$ cat src/rtl/sha256_msg_schedule.sv
// SHA-256 message-schedule stage.
// Takes one 512-bit block and streams W0..W(ROUNDS-1) on a valid/ready port.
// Optional feature macro: MSG_SCHED_ABORT_EN adds an `abort` input that
// drops an in-flight block back to IDLE.
//
// Handshake: a transfer happens on a rising edge where valid && ready are
// both high. A producer holds valid and its payload stable until that edge.
// A consumer may change ready freely. Neither valid nor ready depends
// combinationally on the other side of the same port.
`timescale 1ns/1ps

module sha256_msg_schedule #(
    parameter int ROUNDS = 64
) (
    input  logic         clk,
    input  logic         rst,
    input  logic         in_valid,
    output logic         in_ready,
    input  logic [511:0] in_block,
    output logic         w_valid,
    input  logic         w_ready,
    output logic [31:0]  w_word,
    output logic [5:0]   w_index,
    output logic         w_last
`ifdef MSG_SCHED_ABORT_EN
    ,
    input  logic         abort
`endif
);

    localparam logic       ST_IDLE  = 1'b0;
    localparam logic       ST_RUN   = 1'b1;
    localparam logic [5:0] LAST_IDX = 6'(ROUNDS - 1);

    logic        state_q, state_d;
    logic [5:0]  idx_q, idx_d;
    logic [31:0] win_q [16];
    logic [31:0] win_d [16];
    logic [31:0] w_new;
    logic        abort_req;

    function automatic logic [31:0] rotr(input logic [31:0] x, input int n);
        return (x >> n) | (x << (32 - n));
    endfunction

    function automatic logic [31:0] sig0(input logic [31:0] x);
        return rotr(x, 7) ^ rotr(x, 18) ^ (x >> 3);
    endfunction

    function automatic logic [31:0] sig1(input logic [31:0] x);
        return rotr(x, 17) ^ rotr(x, 19) ^ (x >> 10);
    endfunction

`ifdef MSG_SCHED_ABORT_EN
    assign abort_req = abort;
`else
    assign abort_req = 1'b0;
`endif

    // Outputs come from registered state only; no input-to-output path.
    always_comb begin
        in_ready = (state_q == ST_IDLE);
        w_valid  = (state_q == ST_RUN);
        w_word   = win_q[0];
        w_index  = idx_q;
        w_last   = (state_q == ST_RUN) && (idx_q == LAST_IDX);
    end

    // Next state: load in IDLE, shift window and append recurrence word in RUN.
    always_comb begin
        state_d = state_q;
        idx_d   = idx_q;
        win_d   = win_q;
        // W(t+16) = s1(W(t+14)) + W(t+9) + s0(W(t+1)) + W(t), window base at t.
        w_new   = sig1(win_q[14]) + win_q[9] + sig0(win_q[1]) + win_q[0];
        case (state_q)
            ST_IDLE: begin
                if (in_valid) begin
                    for (int i = 0; i < 16; i++) begin
                        win_d[i] = in_block[511 - 32 * i -: 32];
                    end
                    idx_d   = 6'd0;
                    state_d = ST_RUN;
                end
            end
            default: begin
                // Abort wins over a same-edge word accept.
                if (abort_req) begin
                    state_d = ST_IDLE;
                end else if (w_ready) begin
                    if (idx_q == LAST_IDX) begin
                        state_d = ST_IDLE;
                    end else begin
                        for (int i = 0; i < 15; i++) begin
                            win_d[i] = win_q[i + 1];
                        end
                        win_d[15] = w_new;
                        idx_d     = idx_q + 6'd1;
                    end
                end
            end
        endcase
    end

    // State, index and window registers with asynchronous reset.
    always_ff @(posedge clk or posedge rst) begin
        if (rst) begin
            state_q <= ST_IDLE;
            idx_q   <= 6'd0;
            for (int i = 0; i < 16; i++) begin
                win_q[i] <= 32'd0;
            end
        end else begin
            state_q <= state_d;
            idx_q   <= idx_d;
            for (int i = 0; i < 16; i++) begin
                win_q[i] <= win_d[i];
            end
        end
    end

endmodule

$ cat config.mk
export PLATFORM = sky130hd
export DESIGN_NAME = sha256_msg_schedule
export DESIGN_NICKNAME = d
export VERILOG_FILES = /design/src/rtl/sha256_msg_schedule.sv
export SDC_FILE = /design/constraint.sdc
export NUM_CORES = 2
export LEC_CHECK = 0
export BUFFER_PORTS_ARGS = -buffer_cell sky130_fd_sc_hd__buf_2
export CAP_MARGIN = 20
export CORE_UTILIZATION = 55
export DETAILED_ROUTE_END_ITERATION = 6
export GPL_ROUTABILITY_DRIVEN = 0
export GPL_TIMING_DRIVEN = 0
export PLACE_DENSITY = 0.8
export SETUP_SLACK_MARGIN = 0.15
export SLEW_MARGIN = 20
export SYNTH_ARGS = -nofsm -noshare
export SYNTH_HDL_FRONTEND = slang
export SYNTH_SLANG_ARGS = --single-unit
export TNS_END_PERCENT = 10
$ cat constraint.sdc
create_clock -name clk -period 23.1 [get_ports clk]
set_input_delay 2.31 -clock clk [delete_from_list [all_inputs] [get_ports clk]]
set_output_delay 2.31 -clock clk [all_outputs]
set_load 0.05 [all_outputs]
-- Word level (Yosys, flattened, before mapping)
Cells that the tools add are included.
- register bits: 519
- latch bits: 0
- bits in writable memories: 0
- memory bits (read-only): 0
- input bits: 516
- output and inout port bits: 41
- word-level logic and storage cells: 49
- memories kept: 0
- $add $sub $neg: 4
- multipliers: 0
- div/mod/pow operators: 0
- $lt $le $gt $ge: 0
- equality and inequality tests: 3
- shift operators: 0
- multiplexer cells: 12
- bitwise gates (word level): 9
- reductions and logical operators: 3
- operators by type and width (operator ; number):
    512-bit 2-to-1 mux ; 4
    32-bit adder ; 3
    32-bit bitwise XOR ; 2
    13-bit by 32-bit OR with 32-bit output ; 1
    14-bit by 32-bit OR with 32-bit output ; 1
    15-bit by 32-bit OR with 32-bit output ; 1
    25-bit by 32-bit OR with 32-bit output ; 1
    32-bit by 22-bit bitwise XOR with 32-bit output ; 1
    32-bit by 29-bit bitwise XOR with 32-bit output ; 1
    6-bit 2-to-1 mux ; 4
    6-bit by 1-bit adder with 6-bit output (second input constant) ; 1
    6-bit == test (second input constant) ; 1
    1-bit 2-to-1 mux ; 4
    2-bit != test (second input constant) ; 2
    3-bit AND reduction ; 1
    2-bit nonzero test ; 1
    1-bit logical AND ; 1
    1-bit inverter ; 1

-- Logic depth before layout (Yosys ltp)
- depth after elaboration: 9
- depth in mapped cells: 16

-- Worst setup path before layout
No wires, ideal clock.
- path type: flip-flop to output port
- start point: register state_q, in the netlist w_valid
- end point: output port w_last
- arrival time: 2.313 ns
- required time: 20.790 ns
- setup slack: 18.477 ns
- stages on the path, launching flop included: 6
- cell sequence: dfrtp_1 clkbuf_1 clkbuf_1 inv_1 clkbuf_1 nor2_1
- cells in the longest elaborated chain, start to end: 1
- RTL lines (element ; RTL line ; source):
    start: declaration ; 35 ; logic state_q, state_d;
    start signal: assignment ; 114 ; state_q <= state_d;
    1-bit logical AND ; 66 ; w_last = (state_q == ST_RUN) && (idx_q == LAST_IDX);
    end: declaration ; 24 ; output logic w_last
No other way between the ends.

-- Worst setup path after layout
Ends and elaborated chain as after synthesis.

==> results.sh <==
export IMPL_grt_pass1_wl_mm=149.4
export IMPL_start_kind="flop"
export IMPL_clk_latency_ns=0.63
export IMPL_critPathMostFrequentCell="clkbuf_1"
export IMPL_fin_crit_ns=5.448
export IMPL_cp_data_arrival_time_ns=3.14
export IMPL_syn_nets=3469
export IMPL_post_cts_setup_buffers=0
export IMPL_ys_seq_area_frac=0.4619
export IMPL_io_pins=557
export IMPL_final_hold_viol_count=0
export IMPL_clkTransAtPathRegs_ns=0.07
export IMPL_yosys_most_used_dff="dfrtp_1"
export IMPL_synth_area_um2=28120
export IMPL_setup_viol=0
export IMPL_drive_gt1_frac=0.2058
export IMPL_dieArea_um2=52030
export IMPL_cts_sinks=519
export IMPL_place_port_buffers=556
export IMPL_drt_total_wl_mm=100.7
export IMPL_cts_tree="built"
export IMPL_drt_initial_drc_count=2397
export IMPL_grt_usage=0.3863
export IMPL_p_leak_nw=18.84
export IMPL_synth_cell_types=51
export IMPL_dpl_instance_area_um2=31890
export IMPL_pwr_density_cell_nw_per_um2=156.1
export IMPL_drt_first_pass_iters=6
export IMPL_cp_end_kind="output port"
export IMPL_skew_ns=0.02209
export IMPL_ys_top_cells_by_area="dfrtp_1, mux2i_1, o21ai_1"
export IMPL_drv_slew=0
export IMPL_syn_inst=2859
export IMPL_min_period_over_period=0.2358
export IMPL_synth_largest_area_cell="dfrtp_1"
export IMPL_avgSynthCellArea_um2=9.835
export IMPL_route_detailed_drc=0
export IMPL_synth_seq_cells=519
export IMPL_fin_area_um2=33740
export IMPL_total_power_mw=5.266
export IMPL_grt_pass1_vias=24477
export IMPL_drt_vias_per_instance=5.805
export IMPL_ctsResizeCount=0
export IMPL_fmax_mhz=183.6
export IMPL_max_cap_violations=0
export IMPL_cpMaxStageDelayCell="clkbuf_1"
export IMPL_rows=82
export IMPL_run_status="completed"
export IMPL_core_um2=50270
export IMPL_die_y_um=228.1
export IMPL_crit_chain="clkbuf_1 -> clkbuf_1 -> inv_1 -> clkbuf_1 -> nor2_1 -> buf_2"
export IMPL_root_buffer="clkbuf_16"
export IMPL_ys_warn_count=0
export IMPL_via_count=24458
export IMPL_rsz0062_at_grt="false"
export IMPL_setup_tns_ns=0
export IMPL_fin_nets=4086
export IMPL_start_util=0.5593
export IMPL_avgRoutedWirePerCell_um=23.90
export IMPL_ir_drop_v=0.0001583
export IMPL_cts_buffer_depth=3
export IMPL_dpl_hpwl_mm=80.03
export IMPL_cts_max_level=2
export IMPL_postSynth_asyncResetShare=1.000
export IMPL_cp_max_fo=10
export IMPL_yosysTopAreaCellShare=0.4619
export IMPL_die_w_um=228.1
export IMPL_grt_max_degree=108
export IMPL_grt_ovfl_total=0
export IMPL_cts_buffers=54
export IMPL_worstSetupPathType="reg -> out"
export IMPL_tightest_slew_ns=1.087
export IMPL_synth_edff_count=0
export IMPL_ant_nets=0
export IMPL_ctsHoldBuffers=0
export IMPL_required_ns=20.79
export IMPL_antenna_found_initial=27
export IMPL_critical_path_max_stage_delay_ns=0.87
export IMPL_dpl_cell_count=4092
export IMPL_hp_class="reg -> reg"
export IMPL_synthTopCellsByCount="dfrtp_1, nand2_1, o21ai_1"
export IMPL_syn2layout_area_growth_pct=20.00
export IMPL_slew_headroom=0.2756
export IMPL_instances_no_fill=4213
placed cells by master (no fill, tap or decap), types with 5 or more instances in the layout:
cell type | netlist | layout
ha_1 | 32 | 32
o21ai_1 | 508 | 508
clkbuf_8 | 0 | 14
o21ai_0 | 7 | 7
fa_1 | 62 | 62
inv_1 | 126 | 125
nand3_1 | 12 | 12
clkbuf_1 | 184 | 197
a21o_1 | 12 | 12
a31oi_1 | 7 | 7
buf_2 | 35 | 591
clkinv_2 | 0 | 7
xor2_1 | 54 | 54
o22ai_1 | 5 | 5
clkbuf_16 | 0 | 54
and3_1 | 10 | 10
or3_1 | 6 | 6
xnor2_1 | 93 | 93
nand4_1 | 8 | 8
buf_16 | 0 | 5
diode_2 | 0 | 23
nor2b_1 | 5 | 5
a21oi_1 | 65 | 65
mux2i_1 | 491 | 491
buf_4 | 32 | 32
nand2_1 | 519 | 519
nor2_1 | 27 | 26
dfrtp_1 | 519 | 519
layer usage:
metal / vias to the layer above / global-route usage / wire length [um]
li1: 10849 / - / -
met1: 11811 / 0.4839 / 37840
met5: - / 0 / 84
met4: 14 / 0.2420 / 7312
met2: 1445 / 0.5986 / 45150
met3: 339 / 0.1005 / 10310
registers in the layout, summed over array words and instances (netlist names):
| signal | cells |
|---|---|
| w_index | 6 |
| w_word | 32 |
| win_q | 480 |
| w_valid | 1 |
report_power, final:
part           total, mW  switching [mW]  internal, mW
Combinational       3.04            1.85          1.19
Clock              0.893           0.382         0.511
Sequential          1.33           0.187          1.15
Total               5.27            2.42          2.85
per-stage QoR:
step	hold WS (ns)	setup slack [ns]	util
3_5_place_dp	0.4747	17.86	0.6343
2_1_floorplan	0.4553	6.292	-
4_1_cts	0.4880	17.76	0.6700
3_3_place_gp	0.4658	0.6532	0.6314
5_1_grt	0.5000	17.63	0.6706
6_report	0.4829	17.65	0.6712
worst max-delay path, delay by kind of cell (launching register included):
family / cells / cell delay (ns)
buf+inv: 5 / 2.03
flops: 1 / 0.33
simple gates: 1 / 0.16
layout make-up:
class	count	area, um^2
Fill cell	4021	16530
Multi-Input combinational cell	1960	13540
Sequential cell	519	12990
Timing Repair Buffer	561	2920
Clock buffer	81	1593
Buffer	254	1117
Tap cell	672	840.8
Inverter	126	480.5
Clock inverter	17	202.7
Antenna cell	23	57.56
cell families (layout without fill, tap and decap cells):
family	Yosys count	after routing	share of synthesized area
other cells	0	23	0
xor+xnor	148	148	0.04677
flops	519	519	0.4619
fa+ha+maj	94	94	0.05838
compound gates	628	628	0.1175
buf+inv	380	1039	0.05656
simple gates	599	599	0.08411
mux	491	491	0.1748
path summary, 6_finish.rpt:
kind                             from          to  slack, ns  depth (start not counted)
min in group asynchronous         rst  win_q[136]       1.73                          2
hold / removal             win_q[124]  win_q[124]       0.48                          2
max in group asynchronous         rst  win_q[442]      19.55                          5
setup reg to reg            win_q[48]   win_q[29]      18.27                         15
setup / recovery              w_valid      w_last      17.65                          6
hold reg to reg            win_q[124]  win_q[124]       0.48                          2
No activity file was read; power rests on OpenSTA's default activity.
